**config.mk**
```make
export PLATFORM = sky130hd
export DESIGN_NAME = bcd_conv_scheduler
export DESIGN_NICKNAME = d
export VERILOG_FILES = /design/src/rtl/bcd_conv_scheduler_pkg.sv /design/src/rtl/bcd_conv_scheduler_rr_arbiter.sv /design/src/rtl/bcd_conv_scheduler.sv
export SDC_FILE = /design/constraint.sdc
export NUM_CORES = 1
export LEC_CHECK = 0
export ABC_AREA = 1
export CAP_MARGIN = 20
export CORE_MARGIN = 4
export CORE_UTILIZATION = 44
export CTS_BUF_LIST = sky130_fd_sc_hd__clkbuf_4 sky130_fd_sc_hd__clkbuf_8
export CTS_CLUSTER_SIZE = 28
export DETAILED_ROUTE_END_ITERATION = 12
export PLACE_DENSITY = 0.8
export SETUP_SLACK_MARGIN = 0.4
export SYNTH_ARGS = -nofsm -noshare
export SYNTH_HDL_FRONTEND = slang
export SYNTH_HIERARCHICAL = 1
export SYNTH_SLANG_ARGS = --single-unit
```
**constraint.sdc**
```tcl
create_clock -name clk -period 2.9 [get_ports clk]
set_clock_uncertainty 0.1 [all_clocks]
set_input_delay 0.725 -clock clk [delete_from_list [all_inputs] [get_ports clk]]
set_output_delay 0.725 -clock clk [all_outputs]
set_load 0.05 [all_outputs]
```
**src/rtl/bcd_conv_scheduler_pkg.sv**
```systemverilog
// Shared definitions for the BCD converter scheduler: FSM states, default widths
// and the result code returned when the converter times out (BCD_SCHED_TIMEOUT_EN).
package bcd_conv_scheduler_pkg;

  localparam int BIN_W_DEF = 12;
  localparam int BCD_W_DEF = 16;

  localparam logic [15:0] BCD_ERR = 16'hFFFF;

  typedef enum logic [2:0] {
    ST_IDLE,
    ST_GRANT,
    ST_START,
    ST_WAIT,
    ST_DELIVER
  } state_e;

endpackage

```
**src/rtl/bcd_conv_scheduler_rr_arbiter.sv**
```systemverilog
// Combinational round-robin pick: first asserted request at or above ptr_i,
// wrapping from NREQ-1 back to 0.
module bcd_rr_arbiter
  import bcd_conv_scheduler_pkg::*;
#(
  parameter int NREQ  = 3,
  parameter int PTR_W = $clog2(NREQ)
) (
  input  logic [NREQ-1:0]  req_i,
  input  logic [PTR_W-1:0] ptr_i,
  output logic [NREQ-1:0]  gnt_o,
  output logic [PTR_W-1:0] idx_o,
  output logic             valid_o
);

  logic [PTR_W-1:0] cand;

  always_comb begin
    gnt_o   = '0;
    idx_o   = '0;
    valid_o = 1'b0;
    cand    = '0;
    for (int off = 0; off < NREQ; off++) begin
      cand = PTR_W'((32'(ptr_i) + 32'(off)) % 32'(NREQ));
      if (!valid_o && req_i[cand]) begin
        valid_o     = 1'b1;
        idx_o       = cand;
        gnt_o[cand] = 1'b1;
      end
    end
  end

endmodule

```
**src/rtl/bcd_conv_scheduler.sv**
```systemverilog
// Shares one sequential binary-to-BCD converter between NREQ requesters.
// Optional converter watchdog enabled by defining BCD_SCHED_TIMEOUT_EN.
module bcd_conv_scheduler
  import bcd_conv_scheduler_pkg::*;
#(
  parameter int NREQ    = 3,
  parameter int BIN_W   = BIN_W_DEF,
  parameter int BCD_W   = BCD_W_DEF,
  parameter int TIMEOUT = 32
) (
  input  logic                  clk,
  input  logic                  n_rst,
  input  logic [NREQ-1:0]       req,
  input  logic [NREQ*BIN_W-1:0] req_bin,
  output logic [NREQ-1:0]       grant,
  output logic [NREQ-1:0]       rsp_valid,
  output logic [BCD_W-1:0]      rsp_bcd,
  output logic                  rsp_err,
  output logic                  conv_start,
  output logic [BIN_W-1:0]      conv_bin,
  input  logic                  conv_done,
  input  logic [BCD_W-1:0]      conv_bcd,
  output logic                  busy
);

  localparam int PTR_W = $clog2(NREQ);

  state_e            state_q;
  logic [PTR_W-1:0]  ptr_q;
  logic [PTR_W-1:0]  ptr_d;
  logic [PTR_W-1:0]  owner_q;
  logic [NREQ-1:0]   grant_q;
  logic [NREQ-1:0]   rsp_valid_q;
  logic              conv_start_q;
  logic [BIN_W-1:0]  conv_bin_q;
  logic [BCD_W-1:0]  rsp_bcd_q;

  logic [NREQ-1:0]   arb_gnt;
  logic [PTR_W-1:0]  arb_idx;
  logic              arb_valid;

  bcd_rr_arbiter #(
    .NREQ  (NREQ),
    .PTR_W (PTR_W)
  ) u_arb (
    .req_i   (req),
    .ptr_i   (ptr_q),
    .gnt_o   (arb_gnt),
    .idx_o   (arb_idx),
    .valid_o (arb_valid)
  );

  assign ptr_d = (arb_idx == PTR_W'(NREQ - 1)) ? '0 : arb_idx + 1'b1;

`ifdef BCD_SCHED_TIMEOUT_EN
  localparam int CNT_W = $clog2(TIMEOUT + 1);
  logic [CNT_W-1:0] wait_cnt_q;
  logic             rsp_err_q;
`endif

  // The arbitration decision is registered on the IDLE->GRANT edge so grant is a clean pulse.
  always_ff @(posedge clk or negedge n_rst) begin
    if (!n_rst) begin
      state_q      <= ST_IDLE;
      ptr_q        <= '0;
      owner_q      <= '0;
      grant_q      <= '0;
      rsp_valid_q  <= '0;
      conv_start_q <= 1'b0;
      conv_bin_q   <= '0;
      rsp_bcd_q    <= '0;
`ifdef BCD_SCHED_TIMEOUT_EN
      wait_cnt_q   <= '0;
      rsp_err_q    <= 1'b0;
`endif
    end else begin
      grant_q      <= '0;
      rsp_valid_q  <= '0;
      conv_start_q <= 1'b0;
      case (state_q)
        ST_IDLE: begin
          if (arb_valid) begin
            grant_q    <= arb_gnt;
            owner_q    <= arb_idx;
            conv_bin_q <= req_bin[arb_idx*BIN_W +: BIN_W];
            ptr_q      <= ptr_d;
            state_q    <= ST_GRANT;
          end
        end
        ST_GRANT: begin
          conv_start_q <= 1'b1;
          state_q      <= ST_START;
        end
        ST_START: begin
`ifdef BCD_SCHED_TIMEOUT_EN
          wait_cnt_q <= '0;
`endif
          state_q <= ST_WAIT;
        end
        ST_WAIT: begin
          if (conv_done) begin
            rsp_bcd_q   <= conv_bcd;
            rsp_valid_q <= NREQ'(1) << owner_q;
`ifdef BCD_SCHED_TIMEOUT_EN
            rsp_err_q   <= 1'b0;
`endif
            state_q     <= ST_DELIVER;
          end
`ifdef BCD_SCHED_TIMEOUT_EN
          else if (wait_cnt_q == CNT_W'(TIMEOUT - 1)) begin
            rsp_bcd_q   <= BCD_W'(BCD_ERR);
            rsp_valid_q <= NREQ'(1) << owner_q;
            rsp_err_q   <= 1'b1;
            state_q     <= ST_DELIVER;
          end else begin
            wait_cnt_q <= wait_cnt_q + 1'b1;
          end
`endif
        end
        ST_DELIVER: state_q <= ST_IDLE;
        default:    state_q <= ST_IDLE;
      endcase
    end
  end

  assign grant      = grant_q;
  assign rsp_valid  = rsp_valid_q;
  assign rsp_bcd    = rsp_bcd_q;
  assign conv_start = conv_start_q;
  assign conv_bin   = conv_bin_q;
  assign busy       = (state_q != ST_IDLE);

`ifdef BCD_SCHED_TIMEOUT_EN
  assign rsp_err = rsp_err_q;
`else
  assign rsp_err = 1'b0;
`endif

endmodule

```
==> Word-level counts from Yosys, hierarchy flattened <==
Index checks and enable logic that the tools add are counted.
{ "word_totals": {"in_bits": 58, "elab_cells": 73, "output_inout_bits": 37, "regBits": 42} }
{ "classes": {"addsub": 3, "mux": 30, "multipliers": 1, "n_bitwise": 2, "reduce_logical": 12, "order_cmp": 6, "n_shift": 2, "n_eq_ne": 6, "n_div": 3} }
{ "ops": {"columns": ["operator", "n"], "rows": [
  ["32-bit by 2-bit modulo with 32-bit output (second input constant)", 2],
  ["36-bit by 7-bit variable part select with 12-bit output", 1],
  ["2-bit by 2-bit modulo with 32-bit output (second input constant)", 1],
  ["3-bit 2-to-1 mux", 9],
  ["3-bit one-hot mux with 4 select lines", 1],
  ["1-bit 2-to-1 mux", 10],
  ["2-bit by 3-bit less-than comparator with 1-bit output (second input constant)", 3],
  ["2-bit 2-to-1 mux", 4],
  ["1-bit binary-select mux with 2-bit select", 3],
  ["1-bit demux with 2-bit select", 3],
  ["3-bit by 2-bit equality test with 1-bit output (second input constant)", 2],
  ["2-bit by 1-bit >= comparator with 1-bit output (second input constant)", 3],
  ["3-bit OR", 2],
  ["2-bit AND reduction", 3],
  ["1-bit logical AND", 5],
  ["2-bit by 2-bit multiplier with 4-bit output (second input constant)", 1],
  ["2-bit inequality test (second input constant)", 2],
  ["2-bit by 1-bit adder with 3-bit output (second input constant)", 1],
  ["2-bit by 2-bit adder with 3-bit output (second input constant)", 1],
  ["3-bit by 1-bit equality test with 1-bit output (second input constant)", 1],
  ["3-bit logical NOT", 1],
  ["3-bit nonzero test", 1],
  ["1-bit by 2-bit << shifter with 3-bit output (first input constant)", 1],
  ["2-bit by 1-bit adder with 2-bit output (second input constant)", 1],
  ["2 further kinds", 3]
]} }

==> Longest topological paths before layout <==
{ "logic_depth": {"ltp_word": 12, "depth_mapped": 18, "mapped_depth_nobuf": 16} }

==> Modules after synthesis <==
The synthesis kept the hierarchy.
{ "by_module_without_submodules": {"columns": ["mod", "area_each_um2", "n_inst", "cells_each"], "rows": [
  ["bcd_conv_scheduler", 1948.1, 1, 233],
  ["bcd_rr_arbiter", 320.3, 1, 61]
]} }

==> Worst setup path after synthesis <==
No wires, ideal clock.
{ "synth_path": {"kind": "reg2reg", "startpoint": "reg ptr_q[0]", "endpoint": "reg conv_bin_q[4], in the netlist conv_bin[4]", "slack_ns": 0.759, "n_path_buf": 2, "t_required_ns": 2.682, "path_stages_with_launch": 14, "arrival_time_ns": 1.923, "period_less_slack_ns": 2.141, "cell_sequence": "dfrtp_1 -> inv_1 -> ha_1 -> inv_2 -> o31ai_4 -> nand3_1 -> nand2_1 -> clkbuf_2 -> inv_1 -> buf_2 -> nand3_1 -> nand3_1 -> nand2_1 -> nand2_1"} }
{ "synth_between": {"elab_chain_cells": 12, "word_cells_on_any_way": 24, "cone_classes": "add/sub: 2; mul: 1; div: 3; shift: 1; mux: 12; reduce/logical: 5"} }
{ "synth_rtl": {"columns": ["item", "line_no", "source"], "rows": [
  ["start, declared", "bcd_conv_scheduler.sv:29", "logic [PTR_W-1:0] ptr_q;"],
  ["start signal, assigned", "bcd_conv_scheduler.sv:86", "ptr_q <= ptr_d;"],
  ["parallel branches: the longest is 9 deep, another holds 32-bit by 2-bit modulo with 32-bit output", null, null],
  ["2-bit 2-to-1 mux (*)", "bcd_conv_scheduler_rr_arbiter.sv:25", "if (!valid_o && req_i[cand]) begin"],
  ["named net arb_idx[1]", "bcd_conv_scheduler.sv:39", "logic [PTR_W-1:0] arb_idx;"],
  ["2-bit by 2-bit multiplier with 4-bit output (*)", "bcd_conv_scheduler.sv:85", "conv_bin_q <= req_bin[arb_idx*BIN_W +: BIN_W];"],
  ["36-bit by 7-bit variable part select with 12-bit output (*)", "bcd_conv_scheduler.sv:85", null],
  ["end signal, assigned", "bcd_conv_scheduler.sv:85", null],
  ["end, declared", "bcd_conv_scheduler.sv:35", "logic [BIN_W-1:0] conv_bin_q;"]
]} }
Mark *: on every way through the listed nets, which the timed path passes. The select of a mux whose other input is x is not followed.
A chain may end at the register's enable or synchronous reset.

==> Worst setup path after layout <==
{ "layout_path": {"startpoint": "in req[2]", "endpoint": "reg conv_bin_q[2], in the netlist conv_bin[2]"} }
{ "layout_between": {"elab_chain_cells": 11, "word_cells_on_any_way": 19, "cone_classes": "mul: 1; shift: 1; mux: 12; reduce/logical: 5"} }
{ "layout_rtl": {"columns": ["item", "line_no", "source"], "rows": [
  ["start, declared", "bcd_conv_scheduler.sv:13", "input logic [NREQ-1:0] req,"],
  ["1-bit binary-select mux with 2-bit select", "bcd_conv_scheduler_rr_arbiter.sv:25", null],
  ["1-bit 2-to-1 mux (not written as such)", "bcd_conv_scheduler_rr_arbiter.sv:25", null],
  ["1-bit 2-to-1 mux", "bcd_conv_scheduler_rr_arbiter.sv:25", null],
  ["1-bit logical NOT", "bcd_conv_scheduler_rr_arbiter.sv:25", null],
  ["1-bit logical AND", "bcd_conv_scheduler_rr_arbiter.sv:25", null],
  ["1-bit 2-to-1 mux", "bcd_conv_scheduler_rr_arbiter.sv:25", null],
  ["1-bit logical NOT", "bcd_conv_scheduler_rr_arbiter.sv:25", null],
  ["1-bit logical AND", "bcd_conv_scheduler_rr_arbiter.sv:25", null],
  ["2-bit 2-to-1 mux (*)", "bcd_conv_scheduler_rr_arbiter.sv:25", null],
  ["named net arb_idx[1]", "bcd_conv_scheduler.sv:39", null],
  ["2-bit by 2-bit multiplier with 4-bit output (*)", "bcd_conv_scheduler.sv:85", null],
  ["36-bit by 7-bit variable part select with 12-bit output (*)", "bcd_conv_scheduler.sv:85", null]
]} }
Mark *: on every way through the listed nets, which the timed path passes. The rest lies on a longest branch. The select of a mux whose other input is x is not followed.

==> flow_metrics.tcl <==
set metrics [dict create \
    internal_power_mw 2.072 \
    postCtsHoldBufs 0 \
    worstPathRequired_ps 2980 \
    rsz0062_at_grt "true" \
    cts_max_path_buffers 2 \
    gp_congestion 0.8252 \
    switching_share 0.5353 \
    ys_async_sr_fraction 1.000 \
    stdcell_count 458 \
    wl_per_cell_um 13.03 \
    whs_ps 386.7 \
    cts_sinks 42 \
    drive_gt1_frac 0.1100 \
    post-route-util 0.7019 \
    viasPerCell 4.865 \
    num_rows 25 \
    synth_area_um2 2268 \
    synth_edf_count 0 \
    initial_core_util 0.4679 \
    grt_pass1_wl_mm 9.439 \
    p_per_area_nw_per_um2 1310 \
    slowest_delay_ps 520 \
    finalCriticalPeriod_ps 2376 \
    layout_commonest_cell "nand2_1" \
    fmax_ghz 0.4208 \
    hold_class "reg2reg" \
    synth-seq-cells 42 \
    worstSetupStartpointType "input pin" \
    cts_tree "done" \
    layout.nets 452 \
    vdd_drop_max_uv 716.1 \
    numPortBuffers 93 \
    antenna_found_initial 0 \
    critPathArrivalTime_ps 2460 \
    die_w_um 79.80 \
    grt_overflow_total 0 \
    final_cell_mix "nand2_1, clkdlybuf4s50_1, nand3_1" \
    critical_path_class "in2reg" \
    p_seq_frac 0.221 \
    worst_slack_ps 523.6 \
    synth_seq_area_share 0.4633 \
    path_clk_slew_ps 90 \
    crit_fanout 13 \
    worst_slew_pin_slew_ps 913.9 \
    syn_avg_cell_area_um2 7.716 \
    dp.cells 445 \
    synth.net_count 356 \
    die_area_um2 6368 \
    drt_first_pass_iters 4 \
    timing.final.crit_share 0.8194 \
    drtAntennaViolNets 0 \
    diodes 0 \
    cts_buffers 5 \
    status "finished, final reports clean" \
    drtIter0Drc 134 \
    pre_cts_slack_ps 115.1 \
    track_usage 0.1868 \
    worst_skew_pair.late_latency_ps 290 \
    synth_warnings 6 \
    hold_violations 0 \
    crit_chain "clkdlybuf4s50_1, inv_2, o21ai_2, nand2_4, nand2_1, inv_2, nand3_1, nand2_4, buf_4, nand3_1, nand3_1, nand2_1, nand2_1" \
    setup_viol 0 \
    cap_violations 0 \
    vias 2228 \
    end_kind "flip-flop" \
    ioPinCount 95 \
    finalMaxSlewViolations 0 \
    htreeDepth 2 \
    yosysUniqueCellTypes 29 \
    grt_max_degree 43 \
    p_clk_frac 0.084 \
    combPwrFrac 0.695 \
    p_leak_nw 1.630 \
    slew_headroom 0.3907 \
    synthCells 294 \
    synth_top_flop_cell "dfrtp_1" \
    switching_power_mw 2.387 \
    cts-root-buf "clkbuf_8" \
    dp_hpwl_mm 4.399 \
    route.detailed.drc 0 \
    coreArea_um2 4848 \
    tns_ps 0 \
    grt_pass1_vias 2143 \
    die_y_um 79.80 \
    cpMaxStageDelayCell "clkdlybuf4s50_1" \
    area_growth_pct 50.03 \
    wl_mm 5.967 \
]
[per-layer routing]
metal	up-vias	wire length, um	track usage
met1	1018	2566	0.2386
met3	6	501	0.06095
met4	0	61	0.05912
met5	-	0	0
li1	1122	-	-
met2	82	2838	0.2997
[critical path, delay by kind of cell]
kind | cells | cell delay (ps)
buf+inv | 4 | 850
simple gates | 8 | 730
compound gates | 1 | 160
[flip-flops by register name, summed over array words and instances, names as in the netlist]
| signal | flops |
|---|---|
| rsp_bcd | 16 |
| conv_bin | 12 |
| grant | 3 |
| rsp_valid | 3 |
| state_q | 3 |
| owner_q | 2 |
| ptr_q | 2 |
| conv_start | 1 |
[synth_stat cells, types with 2 or more instances]
| library cell | count | share of area |
|---|---|---|
| nand2_1 | 121 | 0.20 |
| buf_4 | 3 | 0.0099 |
| buf_2 | 4 | 0.0088 |
| ha_1 | 4 | 0.022 |
| inv_2 | 10 | 0.017 |
| nand3_1 | 50 | 0.11 |
| dfrtp_1 | 42 | 0.46 |
| inv_1 | 14 | 0.023 |
| nand3_4 | 2 | 0.015 |
| o21ai_0 | 17 | 0.038 |
| clkbuf_2 | 2 | 0.0044 |
| nor2_1 | 8 | 0.013 |
[per-stage QoR]
step | cell area (um2) | power [mW]
finish | 3403 | 4.460
global route | 3403 | 4.815
CTS | 3314 | 4.278
detailed placement | 3226 | 3.901
global placement | 3226 | 3.847
floorplan | 2268 | 3.066
[cells by family (layout without fill, tap and decap cells)]
kind of cell    count (synthesis)  after routing  share of synthesized area
buf+inv                        37            134                    0.07998
fa+ha+maj                       4              4                    0.02206
compound gates                 20             20                    0.05406
flops                          42             42                     0.4633
other cells                     1              1                   0.001653
simple gates                  190            190                     0.3789
[path summary, 6_finish.rpt]
check / from / endpoint / slack [ps] / cells after the start
max: req[2] / conv_bin[2] / 520 / 13
max reg2reg: ptr_q[0] / conv_bin[2] / 580 / 11
max in group asynchronous: n_rst / conv_bin[2] / 1660 / 1
min in group asynchronous: n_rst / rsp_bcd[11] / 450 / 1
min reg2reg: owner_q[1] / rsp_valid[1] / 390 / 1
min: owner_q[1] / rsp_valid[1] / 390 / 1
[power groups by stage]
| stage | clock, mW | combinational, mW | sequential [mW] |
|---|---|---|---|
| finish | 0.374 | 3.10 | 0.987 |
| global route | 0.416 | 3.38 | 1.02 |
| CTS | 0.384 | 2.90 | 0.989 |
| detailed placement | 0 | 2.91 | 0.994 |
| global placement | 0 | 2.86 | 0.988 |
| floorplan | 0 | 1.38 | 1.68 |
[layout make-up]
type	instances	area, um2
fillers	403	1445
multi-input cells	215	1067
flip-flops and latches	42	1051
repair buffers	99	994.7
inverters	25	101.3
well taps	67	83.83
clock buffers	5	68.82
clock inverters	3	21.27
repair inverters	2	15.01
[what timing repair did]
item / 4_1_cts / 5_1_grt
setup buffers: 0 / 3
endpoints found under the setup margin: 1 / 16
gates cloned: 0 / 2
pin swaps: 0 / 1
resized for setup: 1 / 12
Note: power is estimated with default switching activity, not from simulation.
